==> src/rtl/jk_bank_ctrl.sv <==
// rtl/jk_bank_ctrl.sv - command sequencer driving the j/k inputs of a WIDTH-bit JK flip-flop bank
// Optional shadow-versus-bank consistency check is enabled by defining JK_CTRL_CHECK_EN.
module jk_bank_ctrl #(
   parameter int WIDTH = 4,
   parameter int CNT_W = 8
) (
   input  logic             clk,
   input  logic             rst_n,
   input  logic             cmd_valid,
   output logic             cmd_ready,
   input  logic [2:0]       cmd_op,
   input  logic [WIDTH-1:0] cmd_data,
   input  logic [CNT_W-1:0] cmd_len,
   output logic [WIDTH-1:0] j,
   output logic [WIDTH-1:0] k,
   input  logic [WIDTH-1:0] q,
   output logic             busy,
   output logic             done,
   output logic             err
);
   typedef enum logic [1:0] {S_IDLE, S_APPLY, S_COUNT} state_t;

   localparam logic [2:0] OP_CLR  = 3'd1;
   localparam logic [2:0] OP_SET  = 3'd2;
   localparam logic [2:0] OP_LOAD = 3'd3;
   localparam logic [2:0] OP_TGL  = 3'd4;
   localparam logic [2:0] OP_UP   = 3'd5;
   localparam logic [2:0] OP_DN   = 3'd6;

   state_t           r_state, w_state_nxt;
   logic [WIDTH-1:0] r_j, r_k, w_j_nxt, w_k_nxt;
   logic [WIDTH-1:0] r_shadow, w_shadow_nxt, w_up_pat, w_dn_pat;
   logic             r_shadow_valid, w_shadow_valid_nxt;
   logic [2:0]       r_op, w_op_nxt;
   logic [CNT_W-1:0] r_remain, w_remain_nxt;
   logic             r_done, w_done_nxt;

   // Shadow follows the bank: it captures the same j/k on the same edge.
   assign w_shadow_nxt = (r_j & ~r_shadow) | (~r_k & r_shadow);

   // Count patterns are derived from the state the bank will hold after this edge.
   always_comb begin
      w_up_pat    = '0;
      w_dn_pat    = '0;
      w_up_pat[0] = 1'b1;
      w_dn_pat[0] = 1'b1;
      for (int i = 1; i < WIDTH; i++) begin
         w_up_pat[i] = w_up_pat[i-1] &  w_shadow_nxt[i-1];
         w_dn_pat[i] = w_dn_pat[i-1] & ~w_shadow_nxt[i-1];
      end
   end

   always_comb begin
      w_state_nxt        = r_state;
      w_j_nxt            = '0;
      w_k_nxt            = '0;
      w_op_nxt           = r_op;
      w_remain_nxt       = r_remain;
      w_done_nxt         = 1'b0;
      w_shadow_valid_nxt = r_shadow_valid;
      case (r_state)
         S_IDLE: begin
            if (cmd_valid) begin
               w_op_nxt     = cmd_op;
               w_remain_nxt = cmd_len;
               if ((cmd_op == OP_UP || cmd_op == OP_DN) && cmd_len != '0) begin
                  w_state_nxt = S_COUNT;
                  w_j_nxt     = (cmd_op == OP_UP) ? w_up_pat : w_dn_pat;
                  w_k_nxt     = (cmd_op == OP_UP) ? w_up_pat : w_dn_pat;
               end else begin
                  w_state_nxt = S_APPLY;
                  case (cmd_op)
                     OP_CLR:  w_k_nxt = '1;
                     OP_SET:  w_j_nxt = '1;
                     OP_LOAD: begin
                        w_j_nxt = cmd_data;
                        w_k_nxt = ~cmd_data;
                     end
                     OP_TGL: begin
                        w_j_nxt = cmd_data;
                        w_k_nxt = cmd_data;
                     end
                     default: ;
                  endcase
               end
            end
         end
         S_APPLY: begin
            w_state_nxt = S_IDLE;
            w_done_nxt  = 1'b1;
            if (r_op == OP_CLR || r_op == OP_SET || r_op == OP_LOAD)
               w_shadow_valid_nxt = 1'b1;
         end
         S_COUNT: begin
            if (r_remain == CNT_W'(1)) begin
               w_state_nxt = S_IDLE;
               w_done_nxt  = 1'b1;
            end else begin
               w_remain_nxt = r_remain - CNT_W'(1);
               w_j_nxt      = (r_op == OP_UP) ? w_up_pat : w_dn_pat;
               w_k_nxt      = (r_op == OP_UP) ? w_up_pat : w_dn_pat;
            end
         end
         default: w_state_nxt = S_IDLE;
      endcase
   end

   always_ff @(posedge clk or negedge rst_n) begin
      if (!rst_n) begin
         r_state        <= S_IDLE;
         r_j            <= '0;
         r_k            <= '0;
         r_shadow       <= '0;
         r_shadow_valid <= 1'b0;
         r_op           <= '0;
         r_remain       <= '0;
         r_done         <= 1'b0;
      end else begin
         r_state        <= w_state_nxt;
         r_j            <= w_j_nxt;
         r_k            <= w_k_nxt;
         r_shadow       <= w_shadow_nxt;
         r_shadow_valid <= w_shadow_valid_nxt;
         r_op           <= w_op_nxt;
         r_remain       <= w_remain_nxt;
         r_done         <= w_done_nxt;
      end
   end

   assign j         = r_j;
   assign k         = r_k;
   assign cmd_ready = (r_state == S_IDLE);
   assign busy      = (r_state != S_IDLE);
   assign done      = r_done;

`ifdef JK_CTRL_CHECK_EN
   logic r_err;

   always_ff @(posedge clk or negedge rst_n) begin
      if (!rst_n)
         r_err <= 1'b0;
      else if (r_shadow_valid && (q != r_shadow))
         r_err <= 1'b1;
   end

   assign err = r_err;
`else
   logic w_unused_q;

   assign w_unused_q = ^q;
   assign err        = 1'b0;
`endif
endmodule
==> config.mk <==
export PLATFORM = sky130hd
export DESIGN_NAME = jk_bank_ctrl
export DESIGN_NICKNAME = d
export VERILOG_FILES = /design/src/rtl/jk_bank_ctrl.sv
export SDC_FILE = /design/constraint.sdc
export NUM_CORES = 1
export LEC_CHECK = 0
export BUFFER_PORTS_ARGS = -buffer_cell sky130_fd_sc_hd__buf_2
export CAP_MARGIN = 20
export CORE_MARGIN = 2
export CORE_UTILIZATION = 50
export CTS_CLUSTER_SIZE = 16
export DETAILED_ROUTE_END_ITERATION = 8
export PLACE_DENSITY_LB_ADDON = 0.15
export SYNTH_ARGS = -nofsm -noshare
export SYNTH_HDL_FRONTEND = slang
export SYNTH_SLANG_ARGS = --single-unit
==> constraint.sdc <==
create_clock -name clk -period 2.8 [get_ports clk]
set_input_delay 0.14 -clock clk [delete_from_list [all_inputs] [get_ports clk]]
set_output_delay 0.14 -clock clk [all_outputs]
set_load 0.02 [all_outputs]
-- After elaboration in Yosys (flattened, before gate mapping)
Index checks and enable logic that the tools add are counted.
- register bits: 26
- output and inout port bits: 12
- input port bits: 22
- word-level logic and storage cells: 64
- add/subtract/negate cells: 1
- bitwise operators: 13
- equal/unequal tests: 13
- reduce and logical (&&, ||, !) cells: 10
- multiplexer cells: 20
- operator list (cell ; count):
    two-way mux 4 bit ; 7
    case mux 4 bit (2 select lines) ; 3
    two-way mux 8 bit ; 2
    case mux 8 bit (2 select lines) ; 1
    == test 3 bit (second input constant) ; 4
    inverter 4 bit ; 3
    case mux 4 bit (3 select lines) ; 1
    bitwise AND 4 bit ; 2
    == test 8 x 1 -> 1 bit (second input constant) ; 1
    nonzero test 8 bit ; 1
    subtractor 8 x 1 -> 8 bit (second input constant) ; 1
    == test 3 x 2 -> 1 bit (second input constant) ; 2
    two-way mux 2 bit ; 3
    != test 2 bit (second input constant) ; 3
    bitwise AND 1 bit ; 4
    OR 4 bit ; 1
    case mux 2 bit (2 select lines) ; 1
    AND reduction 2 bit ; 2
    nonzero test 2 bit ; 2
    == test 3 x 1 -> 1 bit (second input constant) ; 1
    inverter 1 bit ; 3
    AND reduction 3 bit ; 1
    == test 2 x 1 -> 1 bit (second input constant) ; 1
    == test 2 bit (second input constant) ; 1
    6 further kinds ; 6

-- Logic depth before layout (Yosys ltp)
Gate-level depths: netlist of run 1.
- depth in word-level cells: 10
- mapped depth: 8
- mapped depth without buffers: 7

-- Least setup slack after synthesis of run 1
No wires, ideal clock.
- path kind: flip-flop to flip-flop
- start point: reg r_state[0]
- end point: reg r_remain[0]
- path buffers: 1
- arrival: 1.849 ns
- stages on the path, launching flop included: 9
- setup slack: 0.869 ns
- library setup time: 0.083 ns
- data required time: 2.717 ns
- cell sequence: dfrtp_1 > inv_1 > ha_1 > and2_1 > buf_2 > a21oi_1 > a21oi_1 > o21ai_0 > o21ai_0
- cells in the longest elaborated chain, start to end: 3
- elaborated cells between the ends (all ways): 7
- those cells by class: eq/ne (3); mux (1); reduce/logical (3)
- ends and longest elaborated chain (what ; line ; RTL):
    from (decl) ; 30 ; state_t r_state, w_state_nxt;
    from (signal assigned) ; 119 ; r_state <= w_state_nxt;
    logical NOT 2 bit * ; -- ;
    via cmd_ready ; 10 ; output logic cmd_ready,
    != test 2 bit (no line) / nonzero test 2 bit (equally long branches) ; -- ;
    AND reduction 3 bit (no line) ; -- ;
    to (signal assigned) ; 125 ; r_remain <= w_remain_nxt;
    to (decl) ; 35 ; logic [CNT_W-1:0] r_remain, w_remain_nxt;
Mark *: on every way through the listed nets, which the timed path passes. The rest lies on a longest branch.
A chain may end at the register's enable or synchronous reset.

-- Worst setup path after layout of run 1
- start point: reg r_state[0]
- end point: reg r_remain[2]
- cells in the longest elaborated chain, start to end: 3
- elaborated cells between the ends (all ways): 7
- those cells by class: eq/ne (3); mux (1); reduce/logical (3)
- ends and longest elaborated chain (what ; line ; RTL):
    == test 2 bit / logical NOT 2 bit (equally long branches) ; 61 ; case (r_state)
    != test 2 bit (no line) / nonzero test 2 bit (equally long branches) ; -- ;
    AND reduction 3 bit (no line) ; -- ;
Several ways; a longest one is shown, not always the timed one.

==> results of run 1 <==
[what timing repair did]
action,CTS,global route
hold endpoints to repair,25,0
hold buffers,1,0
endpoints found under the setup margin,0,0
[final cells by class]
class	instances	share of cell area, %
clock buffers	4	1.42
multi-input cells	149	50.9
well taps	44	2.97
flip-flops and latches	25	33.8
repair buffers	31	8.91
inverters	10	2.03
[placed cells by master, fill, tap and decap left out, types with 2 or more instances in the layout]
cell type   n
a21o_1      3
a21oi_1    15
a22oi_1     2
a2bb2oi_1   2
a31o_1      2
a31oi_1     3
a32o_1      2
buf_2      28
buf_4       2
clkbuf_4    3
dfrtp_1    25
ha_1        5
inv_1      10
mux2_2      3
mux2i_1     4
nand2_1    27
nand2b_1   10
nand3_1     2
nand3b_1    2
nand4_1     2
nor2_1      4
nor2b_1     5
nor3_1      2
nor3b_1     2
o21ai_0    18
o22ai_1     3
o31ai_1     4
or2_2       5
or3_1       3
or4_4       2
xor2_1      3
[report_power, final]
| part | total (W) | switching (W) | internal, W |
|---|---|---|---|
| clock network | 0.000171 | 0.000115 | 0.0000560 |
| logic | 0.000784 | 0.000475 | 0.000309 |
| registers | 0.000619 | 0.000106 | 0.000513 |
[logic make-up after synthesis]
group	Yosys count	synth area share, %
AND/OR/NAND/NOR	73	24.3
XOR/XNOR	3	1.59
adder cells (fa/ha/maj)	5	3.79
buffers and inverters	21	5.07
flip-flops	25	37.9
multiplexers	7	4.47
AO/OA/AOI/OAI	60	22.7
other	1	0.227
[routing by layer]
metal,track usage [%],part of all wire [%]
met1,32.0,47
met2,34.7,47
met3,1.89,3.9
met4,8.21,2.0
met5,0,0
[Yosys cell counts (2+ instances only)]
library cell   n
nand2_1       27
o31ai_1        4
inv_1         10
a22oi_1        2
nand2b_1      10
nor2b_1        5
nor3b_1        2
a32o_1         2
a31o_1         2
a21o_1         3
nand3b_1       2
clkbuf_1       9
nor3_1         2
mux2i_1        4
dfrtp_1       25
a21oi_1       15
nor2_1         4
or2_2          5
o21ai_0       18
or3_1          3
o22ai_1        3
xor2_1         3
ha_1           5
a31oi_1        3
a2bb2oi_1      2
nand3_1        2
nand4_1        2
or4_4          2
mux2_2         3
[state kept, by name, indices dropped and copies added (netlist names)]
register  count
j             4
r_shadow      3
done          1
k             4
r_state       2
r_remain      8
r_op          3
[how the worst max path moves through the flow]
| stage | from | end | slack (ns) |
|---|---|---|---|
| 5_1_grt | r_state[0] | r_remain[2] | 0.71 |
| 4_1_cts | r_state[0] | r_remain[2] | 0.90 |
| 3_3_place_gp | cmd_len[4] | j[2] | 0.95 |
| 6_report | r_state[0] | r_remain[2] | 0.91 |
| 2_1_floorplan | r_state[0] | r_remain[0] | 0.87 |
| 3_5_place_dp | r_state[0] | r_remain[0] | 0.91 |
[through the flow]
| stage | util [%] | std cells | hold slack [ns] | total power [W] | instance area [sq um] |
|---|---|---|---|---|---|
| CTS | 59.7 | 263 | 0.119 | 0.00158 | 1850 |
| finish | 59.7 | 263 | 0.125 | 0.00157 | 1850 |
| global route | 59.7 | 263 | 0.140 | 0.00173 | 1850 |
| global placement | 58.5 | 258 | 0.164 | 0.00137 | 1820 |
| detailed placement | 58.5 | 258 | 0.170 | 0.00141 | 1820 |
| floorplan | - | 195 | -0.156 | 0.00119 | 1650 |
[critical path, delay by kind of cell (launching register included)]
kind,cells,cell delay (ns)
AO/OA/AOI/OAI,4,0.79
flip-flops,1,0.40
AND/OR/NAND/NOR,1,0.28
adder cells (fa/ha/maj),1,0.25
buffers and inverters,1,0.07
==> impl_results.md, run 1 <==
- Status: complete, no violations
- Sequential element share of the synthesized area: 37.9%
- CTS Sinks: 25
- Layout cells sized above 1: between 20% and 30%
- Final setup vio count: 0
- Power Density: 850 nW/um^2
- R2r endpoint: r_remain[2]
- Die ar.: 3780 sq um
- Most area-hungry cell type in the Yosys netlist: dfrtp_1
- Post_cts resized: 0
- CTS max path bufs: 2
- DRC: 0
- Worst slack at placement: 0.915 ns
- Max Clock Skew: 0.00480 ns
- # diodes: 0
- First-pass GRT wire length: 6240 um
- Async SR Flop Fraction: 100%
- Final Hold Violating Endpoints: 0
- Worst Setup Start Kind: flip-flop
- Worst path max stage delay: around 0.4 ns
- Ys flop type: dfrtp_1
- Reg-to-reg startpoint: r_state[0]
- Gate Count Post-Synth: between 150 and 200
- Hold Crit Class: input port to flip-flop
- Max Slew Vio Count: 0
- First drt pass iteration count: 4
- RSZ-0062 raised after global routing: false
- Setup Buffers After CTS: 0
- CTS H-tree lvls: 1
- Worst-Margin Slew: 0.571 ns
- Drt via density: 5.56
- Std cell rows: 20
- DR WL/cell: 13.8 um
- Antenna Violating Nets Remaining: 0
- WHS Endpoint: r_remain[0]
- Critical Path RT: 3.05 ns
- Initial antenna violation count: 0
- Buffers added on ports: 28
- GRT Resource Usage Total: 22.2%
- Die height: between 60 and 70 um
- Worst-path clk slew: between 0.1 and 0.15 ns
- Largest net degree at the start of global routing: 26
- Initial core utilization: 53.3%
- Area growth, synth to finish: 12.1%
- Most area-consuming cells after synthesis: dfrtp_1, nand2_1, o21ai_0, a21oi_1, ha_1
- Filler cell count: 286
- Syn Area/Cell: 8.48 sq um
- Hold path depth: 3
- Post-DP HPWL: roughly 2700 um
- Synthesized area: 1650 sq um
- Drt total wl: ~3600 um
- Worst-Skew Late Latency: 0.33 ns
- Max-cap violations: 0
- Crit-path max FO: 10
- Syn Nets: 222
- Crit path kind: flip-flop to flip-flop
- Crit. End Element: flip-flop
- Core ar.: 3100 sq um
- Number of flops mapped to enable cells by yosys: 0
- Final period util: approximately two thirds
- Final min period: 1.89 ns
- Pleak: 0.845 nW
- Post-route setup slack: 0.914 ns
- Seq cells post-synth: 25
- Die width: 61.5 um
- Reg area: 626 sq um
- Sum Neg Setup Slack: 0 ns
- Vias in the first global route: roughly 1,400
- Cell Chain, Critical Path: inv_1 -> ha_1 -> and2_1 -> a21oi_1 -> a21o_1 -> o21ai_0 -> a211oi_1
- I/O pin total: 34
- CTS tree: done
- DR vias: 1,463
- Synth top area share: a little under two fifths
- Reg-to-reg slack, setup: between 0.9 and 1 ns
- Slowest-stage cell, CP: dfrtp_1
- Max frequency: 530 MHz
- Clock Tree Root: clkbuf_4
- Area of the multi-input gates: ~940 sq um
- First DRT Iteration DRCs: 118
- Num CTS Buffers: 3
- Rel. slew slack: approximately three fifths
- Global route overflow: 0
- Depth of the worst register-to-register path: 7
- Data arrival, critical path: between 2 and 2.5 ns
- Synth cell types: 45
- Worst vdd ir: 0.307 mV
- # nets final: 247
- Synth warnings: 0
- Gpl congestion: 0.861
- Min-delay src: cmd_len[0]
No activity file was read; power rests on OpenSTA's default activity.
==> inputs of run 2 (changes only) <==
==> constraint.sdc (replaced) <==
create_clock -name clk -period 1.8 [get_ports clk]
set_input_delay 0.09 -clock clk [delete_from_list [all_inputs] [get_ports clk]]
set_output_delay 0.09 -clock clk [all_outputs]
set_load 0.02 [all_outputs]
==> impl_results.md, run 2 (synthesis results as in run 1) <==
- Status: complete, no violations
- Worst Setup Start Kind: flip-flop
- Max-cap violations: 0 (unchanged)
- Area of the multi-input gates: 973 sq um (+3.2%)
- GRT Resource Usage Total: 21.5% (-0.69 points)
- Reg area: 626 sq um (unchanged)
- Post-layout power: 0.00254 W (+61%)
- Number of flip-flops in the largest register: 8 (unchanged)
- Drt total wl: 3720 um (+2.5%)
- Sum Neg Setup Slack: 0 ns (unchanged)
- DRC: 0 (unchanged)
- Worst-Skew Late Latency: 0.32 ns (about the same)
- CTS tree: done
- R2r endpoint: k[3]
- Biggest register: r_remain
- Commonest non-fill, non-tap cells in the layout: buf_2, nand2_1, dfrtp_1
- Critical Path RT: 2.06 ns (-0.99 ns)
- Worst-path clk slew: 0.13 ns (about the same)
- Pleak: 0.888 nW (+5.1%)
- DR WL/cell: 13.7 um (-0.94%)
- Crit-path max FO: 4 (-6)
- Most common cell after layout, fill and taps aside: buf_2
- Min-delay src: cmd_len[0]
- Power Density: 1300 nW/um^2 (+53%)
- Hold Crit Class: input port to flip-flop
- First DRT Iteration DRCs: 77 (-35%)
- I/O pin total: 34 (unchanged)
- Final hold slack: 0.0888 ns (-0.0364 ns)
- Depth of the worst register-to-register path: 5 (-2)
- # nets final: 256 (+3.6%)
- Die width: 61.5 um (unchanged)
- Post-DP HPWL: 2900 um (+6.3%)
- Num CTS Buffers: 3 (unchanged)
- Worst vdd ir: 0.637 mV (+110%)
- Global route overflow: 0 (unchanged)
- Area growth, synth to finish: 18.0%
- First-pass GRT wire length: 6120 um (-1.9%)
- Max Slew Vio Count: 0 (unchanged)
- First drt pass iteration count: 5 (+1)
- Crit path kind: flip-flop to flip-flop
- Drt via density: 5.69 (+2.2%)
- Hold path depth: 3 (unchanged)
- CTS H-tree lvls: 1 (unchanged)
- Initial antenna violation count: 0 (unchanged)
- Filler cell count: 288 (+0.70%)
- DR vias: 1,547 (+5.7%)
- Die ar.: 3780 sq um (unchanged)
- Final Hold Violating Endpoints: 0 (unchanged)
- Max frequency: 571 MHz (+7.6%)
- Reg-to-reg slack, setup: 0.05 ns (-0.87 ns)
- Largest net degree at the start of global routing: 26 (unchanged)
- CTS max path bufs: 2 (unchanged)
- WHS Endpoint: r_remain[0]
- Gpl congestion: 0.862 (+0.13%)
- CTS Sinks: 25 (unchanged)
- Layout cells sized above 1: 25.9% (+5.8 points)
- Clock Tree Root: clkbuf_4
- Reg-to-reg startpoint: r_shadow[0]
- Std cell rows: 20 (unchanged)
- Die height: 61.5 um (unchanged)
- Crit. End Element: flip-flop
- Worst-Margin Slew: 0.551 ns (-0.0202 ns)
- Rel. slew slack: 63.3% (+1.3 points)
- Data arrival, critical path: 2.02 ns (-0.11 ns)
- # diodes: 0 (unchanged)
- Core ar.: 3100 sq um (unchanged)
- Final min period: 1.75 ns (-0.134 ns)
- Final setup vio count: 0 (unchanged)
- Vias in the first global route: 1,406 (+1.0%)
- Initial core utilization: 53.3% (unchanged)
- Final period util: 97.3% (+30 points)
- Antenna Violating Nets Remaining: 0 (unchanged)
- Max Clock Skew: 0.00382 ns (-0.000987 ns)
- Buffers added on ports: 28 (unchanged)
-- run 2: cell types whose count changed in the layout (fill, tap and decap cells not counted), sizes merged --
cell / previous run / this run
buf: 30 / 39
-- run 2: per-stage QoR --
stage               cell area, sq um  instances  setup slack (ns)  util (%)
floorplan                       1660        195            0.0450         -
global placement                1880        265            0.0299      60.5
detailed placement              1880        265           -0.0101      60.5
CTS                             1920        271            0.0504      61.9
global route                    1950        272          -0.00969      62.9
finish                          1950        272            0.0484      62.9
-- run 2: repair_timing --
| item | in CTS | in global routing |
|---|---|---|
| setup buffers | 1 | 1 |
| gates resized for setup | 0 | 6 |
| hold endpoints to repair | 25 | 0 |
| gates cloned | 0 | 0 |
| endpoints found under the setup margin | 1 | 14 |
| pin swaps | 0 | 0 |
| hold buffers | 1 | 0 |
-- run 2: final cells by class --
| type | instances | share of cell area, % |
|---|---|---|
| Multi-Input combinational cell | 149 | 49.9 |
| Sequential cell | 25 | 32.1 |
| Clock buffer | 4 | 1.35 |
| Timing Repair Buffer | 40 | 11.9 |
| Inverter | 10 | 1.92 |
| Tap cell | 44 | 2.82 |
-- run 2: power by group --
group          leakage [nW]  total (W)  switching, W  internal [W]
clock network        0.0150   0.000249      0.000162     0.0000868
logic                 0.563    0.00133      0.000782      0.000549
registers             0.310   0.000962      0.000164      0.000798
total                 0.888    0.00254       0.00111       0.00143
-- run 2: worst max-delay path by stage --
| stage | from | endpoint | slack, ns | depth (start not counted) |
|---|---|---|---|---|
| after global routing | r_shadow[0] | j[3] | -0.01 | 5 |
| after detailed placement | cmd_len[4] | j[3] | -0.01 | 6 |
| final | r_shadow[0] | k[3] | 0.05 | 5 |
| after global placement | cmd_len[4] | k[3] | 0.03 | 6 |
| after CTS | r_shadow[0] | k[3] | 0.05 | 5 |
| after floorplan | r_state[0] | r_remain[2] | 0.05 | 8 |
-- run 2: per-layer routing --
layer | vias up | global-route usage, % | share of wire [%]
met5 | - | 0 | 0
met4 | 0 | 7.90 | 0.67
met3 | 3 | 3.15 | 3.4
met2 | 36 | 38.3 | 54
met1 | 750 | 26.1 | 42
li1 | 758 | - | -
-- run 2: worst max-delay path: stages (launching register included) --
cell and delay (ns):
dfrtp_1 0.39, nand2b_1 0.18, a22o_1 0.30, or3_1 0.44, a31oi_4 0.22, a31o_1 0.16
